`config.mk`:
```
export PLATFORM = sky130hd
export DESIGN_NAME = fifo_read_ctrl
export DESIGN_NICKNAME = d
export VERILOG_FILES = /design/src/rtl/fifo_read_ctrl.sv
export SDC_FILE = /design/constraint.sdc
export NUM_CORES = 1
export LEC_CHECK = 0
export ABC_AREA = 1
export BUFFER_PORTS_ARGS = -buffer_cell sky130_fd_sc_hd__buf_2
export CORE_ASPECT_RATIO = 0.5
export CORE_MARGIN = 3
export CORE_UTILIZATION = 30
export DETAILED_ROUTE_END_ITERATION = 16
export GPL_ROUTABILITY_DRIVEN = 0
export PLACE_DENSITY_LB_ADDON = 0.3
export SETUP_SLACK_MARGIN = 0.5
export SLEW_MARGIN = 25
export SYNTH_ARGS = -nofsm -noshare
export SYNTH_HDL_FRONTEND = slang
export SYNTH_SLANG_ARGS = --single-unit
```
`constraint.sdc`:
```
create_clock -name rclk -period 2.3 [get_ports rclk]
set_input_delay 0.46 -clock rclk [delete_from_list [all_inputs] [get_ports rclk]]
set_output_delay 0.46 -clock rclk [all_outputs]
set_load 0.05 [all_outputs]
```
`src/rtl/fifo_read_ctrl.sv`:
```
// ---------------------------------------------------------------------------
// fifo_read_ctrl
//
// Read-side controller for async_fifo, running entirely in the read clock
// domain. Words are popped from the FIFO read port into a 2-entry register
// buffer and presented downstream on a valid/ready stream. A running count
// of completed downstream handshakes is kept. A flush request discards the
// buffer and drains the FIFO until it reports empty, then pulses flush_done.
//
// Ports:
//   rclk        read-domain clock, rising edge
//   rrst        asynchronous active-high reset
//   fifo_rdata  FIFO head word (valid while fifo_rempty = 0)
//   fifo_rempty FIFO empty flag, synchronous to rclk
//   fifo_rinc   pop strobe towards the FIFO
//   out_data    head word of the output buffer
//   out_valid   out_data is valid
//   out_ready   downstream accepts out_data at the clock edge
//   flush       single-cycle flush request
//   flush_done  one-cycle pulse after the flush has drained the FIFO
//   word_count  number of completed out_valid & out_ready handshakes
// ---------------------------------------------------------------------------
module fifo_read_ctrl #(
    parameter int DSIZE = 8,
    parameter int CNT_W = 16
) (
    input  logic             rclk,
    input  logic             rrst,
    input  logic [DSIZE-1:0] fifo_rdata,
    input  logic             fifo_rempty,
    output logic             fifo_rinc,
    output logic [DSIZE-1:0] out_data,
    output logic             out_valid,
    input  logic             out_ready,
    input  logic             flush,
    output logic             flush_done,
    output logic [CNT_W-1:0] word_count
);

    typedef enum logic {
        RUN   = 1'b0,
        FLUSH = 1'b1
    } state_t;

    state_t           state_q, state_d;
    logic [1:0]       cnt_q, cnt_d;
    logic             head_q, head_d;
    logic [DSIZE-1:0] buf_q [2];
    logic [DSIZE-1:0] buf_d [2];
    logic [CNT_W-1:0] word_count_q, word_count_d;
    logic             flush_done_q, flush_done_d;

    logic             push;
    logic             pop;
    logic             tail;

    // Outputs derive only from registered state (plus fifo_rempty/rrst for
    // the pop strobe), so out_valid never depends on out_ready.
    assign out_valid  = (state_q == RUN) && (cnt_q != 2'd0);
    assign out_data   = buf_q[head_q];
    assign flush_done = flush_done_q;
    assign word_count = word_count_q;

    // While draining, every available word is popped and thrown away.
    assign fifo_rinc  = !rrst && !fifo_rempty &&
                        ((state_q == FLUSH) || (cnt_q != 2'd2));

    assign pop  = out_valid && out_ready;
    // A word popped on the edge that starts a flush is discarded.
    assign push = fifo_rinc && (state_q == RUN) && !flush;
    // Tail slot is head + cnt (mod 2); a push only happens with cnt < 2.
    assign tail = head_q ^ cnt_q[0];

    always_comb begin
        state_d      = state_q;
        cnt_d        = cnt_q;
        head_d       = head_q;
        buf_d        = buf_q;
        flush_done_d = 1'b0;
        // A handshake on the flush edge still counts.
        word_count_d = word_count_q + {{(CNT_W-1){1'b0}}, pop};

        case (state_q)
            RUN: begin
                if (flush) begin
                    state_d = FLUSH;
                    cnt_d   = 2'd0;
                    head_d  = 1'b0;
                end else begin
                    if (push) begin
                        buf_d[tail] = fifo_rdata;
                    end
                    if (pop) begin
                        head_d = ~head_q;
                    end
                    cnt_d = cnt_q + {1'b0, push} - {1'b0, pop};
                end
            end
            FLUSH: begin
                if (fifo_rempty) begin
                    state_d      = RUN;
                    flush_done_d = 1'b1;
                end
            end
            default: begin
                state_d = RUN;
                cnt_d   = 2'd0;
            end
        endcase
    end

    always_ff @(posedge rclk or posedge rrst) begin
        if (rrst) begin
            state_q      <= RUN;
            cnt_q        <= 2'd0;
            head_q       <= 1'b0;
            word_count_q <= '0;
            flush_done_q <= 1'b0;
        end else begin
            state_q      <= state_d;
            cnt_q        <= cnt_d;
            head_q       <= head_d;
            word_count_q <= word_count_d;
            flush_done_q <= flush_done_d;
        end
    end

    // Buffer entries, one register per slot.
    for (genvar gi = 0; gi < 2; gi++) begin : g_buf
        always_ff @(posedge rclk or posedge rrst) begin
            if (rrst) begin
                buf_q[gi] <= '0;
            end else begin
                buf_q[gi] <= buf_d[gi];
            end
        end
    end

endmodule

```
After elaboration in Yosys (flattened, before gate mapping)
Cells that the tools add are included.

operators by class
  add/sub/neg operators = 3
  order comparisons = 3
  equality and inequality tests = 1
  mux-type cells = 14
  bitwise logic cells = 6
  reduce and logical (&&, ||, !) cells = 15

operators with widths
  cell                number
  $mux 8              4
  $add 16x1->16       1
  $bwmux 16           1
  $demux 8 s1         1
  $logic_and 1x1->1   7
  $mux 1              6
  $ge 2x2->1 const B  2
  $not 1->2           2
  $reduce_bool 2->1   2
  $logic_not 1->1     3
  $not 1->1           3
  $reduce_and 3->1    1
  $add 2x1->2         1
  $lt 2x1->1 const B  1
  $mux 2              1
  $ne 2x2->1 const B  1
  $pmux 1 s2          1
  $reduce_and 2->1    1
  $sub 2x1->2         1
  $logic_or 1x1->1    1
  $xor 1x1->1         1

storage, ports and cells
  flip-flop bits (word level) = 37
  bits of input ports = 13
  word-level logic and storage cells = 49

Logic depth before layout (Yosys ltp)
Gate-level depths: netlist of the first run.

  depth after elaboration = 8
  mapped depth = 13
  mapped depth without buffers = 12

Least setup slack after synthesis of the first run
OpenSTA, ideal clock, no wires.

  kind = flip-flop to flip-flop
  from = reg cnt_q[1]
  to = reg word_count_q[10] (netlist: word_count[10])
  data arrival time = 2.299 ns
  required time = 2.158 ns
  slack = -0.141 ns
  stages on the path, launching flop included = 12
  cell sequence = dfrtp_1 > clkbuf_2 > nor2_1 > nor2_1 > nand2_1 > inv_1 > ha_1 > ha_1 > nand2_1 > nor2_1 > nand2_1 > xnor2_1

on the way
  cells in the longest elaborated chain, start to end = 4

RTL lines
  element                     RTL line  text
  start: declaration          46        logic [1:0] cnt_q, cnt_d;
  start signal: assignment    121       cnt_q <= cnt_d;
  $reduce_bool 2->1           59        assign out_valid = (state_q == RUN) && (cnt_q != 2'd0);
  $logic_and 1x1->1           59
  named net out_valid         33        output logic out_valid,
  $logic_and 1x1->1           68        assign pop = out_valid && out_ready;
  $add 16x1->16               81        word_count_d = word_count_q + {{(CNT_W-1){1'b0}}, pop};
  named net word_count_d[10]  50        logic [CNT_W-1:0] word_count_q, word_count_d;
  end signal: assignment      123       word_count_q <= word_count_d;
  end: declaration            50

The timed path passes the listed nets, and every way through them passes these cells.
A chain may end at the register's enable or synchronous reset.

Worst setup path after layout of the first run
  from = reg state_q
  to = out fifo_rinc

on the way
  cells in the longest elaborated chain, start to end = 2

RTL lines
  element                   RTL line  text
  start: declaration        45        state_t state_q, state_d;
  start signal: assignment  120       state_q <= state_d;
  $logic_or 1x1->1          66        ((state_q == FLUSH) || (cnt_q != 2'd2));
  $logic_and 1x1->1         65        assign fifo_rinc = !rrst && !fifo_rempty &&
  end: declaration          31        output logic fifo_rinc,

Every way passes these cells.

==> impl_metrics.csv, run 1 <==
group,metric,value,unit
sta,finClkSkew,0.00214,ns
synthesis,synth_cell_type_count,20,
die,die_area,0.00714,mm^2
setup_path,cp_top_family,"flip-flops",
synthesis,synth_nets,244,
synthesis,yosysWarnings,0,
die,rows,19,
synthesis,syn_area,0.00183,mm^2
power_and_ir_drop,p_leak,0.00127,uW
cts,htree_levels,2,
synthesis,synthArstFlopShare,100,%
sta,rsz0062_at_grt,"false",
placed_design,portBuffers,39,
drt,wirelength,4.03,mm
drt,drtAntennaViolNets,0,
placed_design,hpwl,2.96,mm
setup_path,timing.rr.start,"cnt_q[0]",
die,start_util,32.2,%
synthesis,yosysTopAreaCellShare,50.5,%
cells_and_area,final_layout_size_suffix_gt1_share,27.7,%
sta,hold_violations,0,
setup_path,crit_path_end_kind,"output port",
setup_path,critPathSlowestCell,"dfrtp_2",
synthesis,synthTopCellsByArea,"dfrtp_1 (51%), nand2_1 (20%), nand3_1 (6.6%), nor2_1 (3.7%), inv_1 (3.1%)",
cells_and_area,syn_to_final_growth,29.8,%
outcome,status,"finished clean",
cts,hold_buffers,0,
synthesis,synth-seq-cells,37,
setup_path,path_buf_inv,2,
drt,drt-initial-drc-count,42,
cts,cts_num_sinks,37,
global_route,overflow,0,
synthesis,post-synth-top-count-cell,"nand2_1",
sta,setup_viol,0,
global_route,track_usage,12.1,%
synthesis,synth_edf_count,0,
global_route,grt_pass1_wl,6.60,mm
cells_and_area,nets,290,
drt,routed_via_density,4.50,
cells_and_area,utilization,41.9,%
cts,cts_buffer_depth,2,
cts,cts_tree,"yes",
sta,slew-limit-headroom,68.2,%
setup_path,required,1.84,ns
global_route,first_global_vias,1469,
cells_and_area,antenna_cells,0,
global_route,antenna_found_initial,0,
setup_path,path_cells,"inv_4 > nand3_2 > and2_1 > buf_6",
power_and_ir_drop,ir_drop,0.423,mV
flow_run,drv_cap,0,
die,die_w,117,um
sta,fin_tns_setup,0,ns
synthesis,synth-main-ff-cell,"dfrtp_1",
hold_path,hold_path_class,"in -> async",
synthesis,synth_common_cells,"nand2_1 (97), dfrtp_1 (37), nand3_1 (24)",
setup_path,cp_max_fo,5,
setup_path,ff2ff_path_depth,11,
synthesis,yosysTopAreaCell,"dfrtp_1",
setup_path,timing.rr.end,"cnt_q[1]",
sta,fin_crit,1.72,ns
sta,finalCritPeriodShare,74.9,%
drt,vias,1561,
die,core_area,0.00568,mm^2
setup_path,start_kind,"flip-flop",
placed_design,place_inst,338,
cts,cts_buffers,5,
sta,setup_ws,0.578,ns
die,pin_count,40,
global_route,grt_max_degree,38,
power_and_ir_drop,power.density,1200,mW/mm^2
drt,drtPass1Iterations,4,
drt,wl_per_cell,11.6,um
synthesis,postSynthCellCount,227,
setup_path,max_stage_delay,0.46,ns
die,dieHeight,61.3,um
cts,cts-root-buf,"clkbuf_16",
setup_path,rrSetupSlack,0.68,ns
sta,worstMarginPinSlew,0.477,ns
cells_and_area,fillers,566,
sta,finalMaxSlewViolations,0,
setup_path,critical_path_class,"reg -> out",
cts,path_clk_slew,0.05,ns
synthesis,ys_seq_area_share,50.5,%
drt,drc,0,
synthesis,syn_avg_cell_area,8.07,um^2
setup_path,cp.arrival,1.26,ns
sta,fmax,0.581,GHz
cells_and_area,stdcell_count,347,
cts,clock_latency,0.28,ns
placed_design,post-place-ws,0.479,ns
==> layout by cell type (no fill, tap or decap), drive strengths merged <==
cell,netlist,layout
inv,17,17
nand2,99,99
and2,1,1
ha,4,4
o21ai,3,3
clkbuf,2,7
nand3,25,25
bufinv,0,1
nand4,6,6
dfrtp,37,37
xnor2,5,5
xor2,6,6
buf,2,43
nor2,20,20
==> per-stage QoR <==
step           instance area [um^2]  hold slack [ns]  power, uW
4_1_cts                        2350            0.343       2860
2_1_floorplan                  1900            0.442       1800
6_report                       2380            0.318       2840
5_1_grt                        2380            0.363       3010
3_5_place_dp                   2180            0.459       2060
3_3_place_gp                   2180            0.453       2030
==> worst max path at each step <==
stage	from	end	slack, ns	cells past startpoint
finish	state_q	fifo_rinc	0.58	4
global route	state_q	fifo_rinc	0.52	4
CTS	state_q	fifo_rinc	0.48	4
detailed placement	rrst	cnt_q[1]	0.48	12
global placement	rrst	cnt_q[0]	0.53	10
floorplan	rrst	cnt_q[0]	0.49	10
==> what timing repair did <==
item                                    CTS  global route
resized for setup                         2             9
setup buffers                             0             1
endpoints found under the hold margin     0             0
endpoints found under the setup margin    9             5
==> final cells by class <==
class	count	area [um^2]	share of cell area, %
sequential	37	930	39.1
multi-input combinational	169	887	37.3
timing repair buffer	43	231	9.73
clock buffer	7	143	6.00
tap	73	91.3	3.84
inverter	17	66.3	2.79
clock inverter	1	30.0	1.26
==> kinds of logic after synthesis <==
kind of cell / share of synthesized area (%)
XOR/XNOR: 5.26
buffers and inverters: 4.99
adder cells (fa/ha/maj): 2.73
flip-flops: 50.5
AND/OR/NAND/NOR: 35.7
AO/OA/AOI/OAI: 0.819
==> worst register-to-register path: cells and delay by family, from the launching register on <==
kind                       cells  cell delay (ns)
and+or+nand+nor                6             0.49
buffers and inverters          3             0.15
DFF                            1             0.44
adders and majority gates      2             0.45
==> report_power, final <==
group / internal, uW / switching, uW
Sequential: 837 / 143
Clock: 541 / 249
Combinational: 265 / 808
==> routing by layer <==
layer | global-route usage, % | vias to the layer above | wire (um)
met5 | 0 | - | 0
met4 | 4.79 | 0 | 67
met3 | 3.43 | 7 | 214
met2 | 21.1 | 32 | 1870
met1 | 14.5 | 717 | 1890
li1 | - | 805 | -
==> flip-flops by register name (all words and copies together), names as in the netlist <==
register    cells
buf_q          16
word_count     16
head_q          1
state_q         1
flush_done      1
cnt_q           2
Power figures use the tool's default switching activity.
==> run 2: changes to the inputs <==
Clock period 2.3 ns to 1.8 ns, I/O delays scaled along.
==> impl_metrics.csv, run 2 (synthesis gave the netlist of run 1 again) <==
group,metric,value,unit
cells_and_area,syn_to_final_growth,54.6,%
setup_path,crit_path_end_kind,"output port",
sta,slew-limit-headroom,68.8,%
power_and_ir_drop,p_comb_share,47.1,%
power_and_ir_drop,p_sw,1690,uW
cts,cts_tree,"yes",
die,dieHeight,61.3,um
setup_path,cp_max_fo,4,
hold_path,hold_path_class,"in -> async",
die,rows,19,
die,die_w,117,um
setup_path,cp.arrival,1.26,ns
drt,wirelength,4.68,mm
global_route,overflow,0,
die,pin_count,40,
placed_design,post_dp_cell_area,0.00225,mm^2
setup_path,required,1.44,ns
cts,cts-root-buf,"clkbuf_16",
setup_path,start_kind,"flip-flop",
power_and_ir_drop,power.share.clock,21.0,%
cts,cts_buffer_depth,2,
power_and_ir_drop,seq_power_share,31.9,%
global_route,first_global_vias,1639,
outcome,status,"finished clean",
sta,hold_slack,0.223,ns
sta,worstMarginPinSlew,0.469,ns
placed_design,place_inst,341,
sta,fmax,0.617,GHz
power_and_ir_drop,switching_share,42.0,%
drt,drtPass1Iterations,4,
power_and_ir_drop,power.density,1420,mW/mm^2
cts,clock_latency,0.27,ns
cts,cts_num_sinks,37,
cells_and_area,antenna_cells,0,
placed_design,hpwl,2.94,mm
sta,setup_ws,0.179,ns
global_route,antenna_found_initial,0,
global_route,grt_max_degree,38,
cells_and_area,final_common_cell,"nand2_1",
cts,path_clk_slew,0.05,ns
cells_and_area,fillers,524,
setup_path,max_stage_delay,0.44,ns
global_route,track_usage,13.6,%
flow_run,drv_cap,0,
sta,finalCritPeriodShare,90.1,%
cells_and_area,final_cell_mix,"nand2_1 (74), buf_4 (37), dfrtp_1 (29)",
cts,htree_levels,2,
power_and_ir_drop,ir_drop,0.432,mV
setup_path,critical_path_class,"reg -> out",
sta,rsz0062_at_grt,"true",
global_route,grt_pass1_wl,7.50,mm
drt,drt-initial-drc-count,65,
cells_and_area,nets,317,
setup_path,path_cells,"buf_4 > nand3_2 > and2_4 > buf_8",
setup_path,critPathSlowestCell,"dfrtp_2",
sta,finalMaxSlewViolations,0,
placed_design,portBuffers,39,
die,start_util,32.2,%
power_and_ir_drop,p_int,2330,uW
drt,drc,0,
drt,wl_per_cell,12.6,um
cells_and_area,stdcell_count,373,
sta,hold_violations,0,
die,core_area,0.00568,mm^2
drt,routed_via_density,4.57,
power_and_ir_drop,p_leak,0.00143,uW
placed_design,post-place-ws,0.119,ns
drt,vias,1706,
die,die_area,0.00714,mm^2
cells_and_area,final_layout_size_suffix_gt1_share,46.7,%
sta,setup_viol,0,
sta,fin_crit,1.62,ns
cells_and_area,design_area,0.00283,mm^2
cts,cts_buffers,5,
sta,finClkSkew,0.00426,ns
drt,drtAntennaViolNets,0,
==> run 2: cell count changes in the layout (fill, tap and decap cells not counted), sizes merged <==
cell and change:
buf +25, clkinvlp +2, bufinv -1, clkbuf +1, inv -1
==> run 2: timing repair <==
item | in CTS | in global routing
buffers inserted | 17 | 6
hold buffers | 0 | 0
resized for setup | 59 | 27
pin swaps | 11 | 17
cloned | 1 | 1
endpoints found under the setup margin | 56 | 52
hold endpoints to repair | 0 | 0
==> run 2: routing by layer <==
layer  vias to the layer above  wire length, um  track usage [%]
li1                        863                -                -
met1                       806             2170             16.3
met2                        32             2320             25.1
met4                         0               45             4.13
met3                         5              146             3.14
met5                         -                0                0
==> run 2: metrics by stage <==
stage | power [uW] | utilization, % | setup TNS (ns)
final | 4020 | 49.9 | 0
after global routing | 4230 | 49.9 | 0
after CTS | 3900 | 47.5 | 0
after detailed placement | 2720 | 39.6 | 0
after global placement | 2690 | 39.6 | 0
after floorplan | 2380 | - | -0.0136
==> run 2: final cells by class <==
type	count	area [um^2]	area share (%)
clock buffers	7	143	5.04
well taps	73	91.3	3.22
flip-flops and latches	37	936	33.0
repair buffers	69	557	19.7
inverters	17	75.1	2.65
multi-input cells	169	1020	36.1
repair inverters	1	7.51	0.265
==> run 2: final timing paths <==
path	end	slack, ns	startpoint	cells after the start
hold / removal	word_count[0]	0.22	rrst	3
max in group asynchronous	head_q	1.22	rrst	3
setup / recovery	fifo_rinc	0.18	cnt_q[1]	4
setup reg to reg	word_count[10]	0.21	cnt_q[0]	10
min in group rclk	buf_q[4]	0.33	fifo_rdata[4]	3
hold reg to reg	buf_q[1]	0.47	buf_q[1]	2
==> run 2: critical path, delay by kind of cell (launching register included) <==
kind | cells | cell delay (ns)
flops | 1 | 0.44
buf+inv | 2 | 0.30
simple gates | 2 | 0.25
==> run 2: power by group through the flow <==
| stage | Sequential [uW] | Combinational [uW] | Clock (uW) |
|---|---|---|---|
| after floorplan | 1400 | 972 | 0 |
| after global placement | 1260 | 1440 | 0 |
| after detailed placement | 1270 | 1450 | 0 |
| after CTS | 1270 | 1770 | 864 |
| after global routing | 1310 | 2020 | 892 |
| final | 1280 | 1890 | 844 |
==> run 3: changes to the inputs <==
Settings changed: CORE_UTILIZATION 30 to 53.
==> impl_metrics.csv, run 3 (synthesis gave the netlist of run 1 again) <==
group,metric,value,unit
outcome,status,"finished clean",
drt,vias,2267,
cells_and_area,nets,324,
die,start_util,58.1,%
die,rows,14,
drt,drc,0,
global_route,first_global_vias,1745,
cts,hold_buffers,0,
power_and_ir_drop,p_int,2290,uW
sta,fin_crit,1.77,ns
cells_and_area,multi_input_area,0.00113,mm^2
power_and_ir_drop,ir_drop,1.12,mV
drt,drtAntennaViolNets,0,
sta,rsz0062_at_grt,"true",
placed_design,portBuffers,39,
cts,cts_buffer_depth,2,
global_route,track_usage,26.8,%
global_route,grt.met1_usage,32.1,%
sta,setup_viol,0,
drt,wirelength,8.19,mm
sta,finClkSkew,0.0122,ns
power_and_ir_drop,total_power,4380,uW
power_and_ir_drop,p_comb_share,55.3,%
die,die_w,89.1,um
sta,finalMaxSlewViolations,0,
power_and_ir_drop,switching_share,47.8,%
cts,htree_levels,2,
drt,drt-initial-drc-count,289,
cells_and_area,design_area,0.00296,mm^2
cells_and_area,stdcell_count,347,
placed_design,post_dp_cell_area,0.00219,mm^2
die,die_area,0.00424,mm^2
cts,cts_buffers,5,
cells_and_area,area.sequential,937,um^2
cts,cts-root-buf,"clkbuf_8",
power_and_ir_drop,power.share.clock,14.0,%
cts,cts_num_sinks,37,
die,dieHeight,47.6,um
setup_path,required,1.98,ns
global_route,antenna_found_initial,0,
sta,hold_violations,0,
sta,slew-limit-headroom,67.6,%
die,core_area,0.00315,mm^2
power_and_ir_drop,p_leak,0.00145,uW
setup_path,rrSetupSlack,0.03,ns
sta,fmax,0.564,GHz
power_and_ir_drop,seq_power_share,30.7,%
die,pin_count,40,
global_route,busiest_layer,"met2",
setup_path,cp_max_fo,4,
placed_design,place_inst,306,
setup_path,crit_path_end_kind,"flip-flop",
setup_path,start_kind,"flip-flop",
cts,clock_latency,0.30,ns
hold_path,hold_path_class,"in -> async",
cells_and_area,syn_to_final_growth,61.4,%
cells_and_area,final_common_cell,"nand2_1",
global_route,overflow,0,
cells_and_area,final_cell_mix,"nand2_1 (61), buf_4 (34), nand2_2 (31)",
global_route,grt_pass1_wl,8.26,mm
sta,setup_ws,0.0284,ns
drt,wl_per_cell,23.6,um
setup_path,cp.arrival,1.95,ns
cells_and_area,fillers,95,
placed_design,hpwl,2.84,mm
drt,routed_via_density,6.53,
placed_design,post-place-ws,0.0863,ns
global_route,use_met3,6.01,%
sta,finalCritPeriodShare,98.4,%
global_route,grt_use_met2,48.5,%
cells_and_area,final_layout_size_suffix_gt1_share,53.7,%
cts,cts_tree,"yes",
drt,drtPass1Iterations,7,
global_route,grt_max_degree,38,
sta,worstMarginPinSlew,0.486,ns
cells_and_area,antenna_cells,0,
power_and_ir_drop,power.density,1480,mW/mm^2
setup_path,critical_path_class,"reg -> reg",
power_and_ir_drop,p_sw,2090,uW
flow_run,drv_cap,0,
cts,path_clk_slew,0.08,ns
-- run 3: cell types whose count changed in the layout (fill, tap and decap cells not counted), moves of 3 or more --
cell / before / now
nand2_1: 74 / 61
nand2_2: 22 / 31
buf_6: 17 / 25
clkbuf_16: 5 / 0
clkbuf_8: 1 / 6
buf_4: 37 / 34
nand2_4: 3 / 6
nand3_1: 19 / 16
-- run 3: stage by stage --
step	setup TNS, ns	util (%)	hold slack, ns
6_report	0	93.8	0.218
5_1_grt	-0.000200	93.8	0.254
2_1_floorplan	-0.0136	-	0.442
4_1_cts	0	83.7	0.227
3_3_place_gp	0	69.5	0.454
3_5_place_dp	0	69.5	0.458
-- run 3: repair_timing --
| action | in CTS | in global routing |
|---|---|---|
| setup buffers | 15 | 17 |
| setup endpoints to repair | 58 | 54 |
| pin swaps | 13 | 23 |
| gates cloned | 1 | 1 |
| resized for setup | 69 | 52 |
| hold endpoints to repair | 0 | 0 |
-- run 3: final timing paths --
kind,start,to,cells past startpoint
setup / recovery,cnt_q[0],word_count[14],11
max in group asynchronous,rrst,word_count[2],3
hold reg to reg,buf_q[6],buf_q[6],2
min in group rclk,fifo_rdata[6],buf_q[6],3
hold / removal,rrst,cnt_q[0],3
setup reg to reg,cnt_q[0],word_count[14],11
-- run 3: final cells by class --
| cell class | instances | share of cell area [%] |
|---|---|---|
| Sequential cell | 37 | 31.7 |
| Tap cell | 40 | 1.69 |
| Inverter | 17 | 2.62 |
| Clock buffer | 7 | 2.92 |
| Timing Repair Buffer | 76 | 22.5 |
| Timing Repair inverter | 1 | 0.254 |
| Multi-Input combinational cell | 169 | 38.3 |
-- run 3: worst max-delay path: stages, from the launching register on --
cell,delay [ns]
dfrtp_2,0.45
nor2_4,0.06
nor2_4,0.11
nand2_2,0.10
inv_4,0.10
ha_4,0.17
ha_4,0.15
nand2_4,0.07
nor2_4,0.18
nand3_2,0.08
nand2_1,0.11
nand2_1,0.06
-- run 3: power by group through the flow --
stage	clock network (uW)	registers (uW)	logic (uW)
3_5_place_dp	0	1270	1420
5_1_grt	635	1360	2500
3_3_place_gp	0	1250	1380
6_report	612	1350	2420
4_1_cts	586	1270	1860
2_1_floorplan	0	1400	972
-- run 3: metal layers --
layer	vias up	wire length, um
met5	-	0
met4	0	739
met3	100	1080
met2	251	3610
met1	1041	2750
li1	875	-
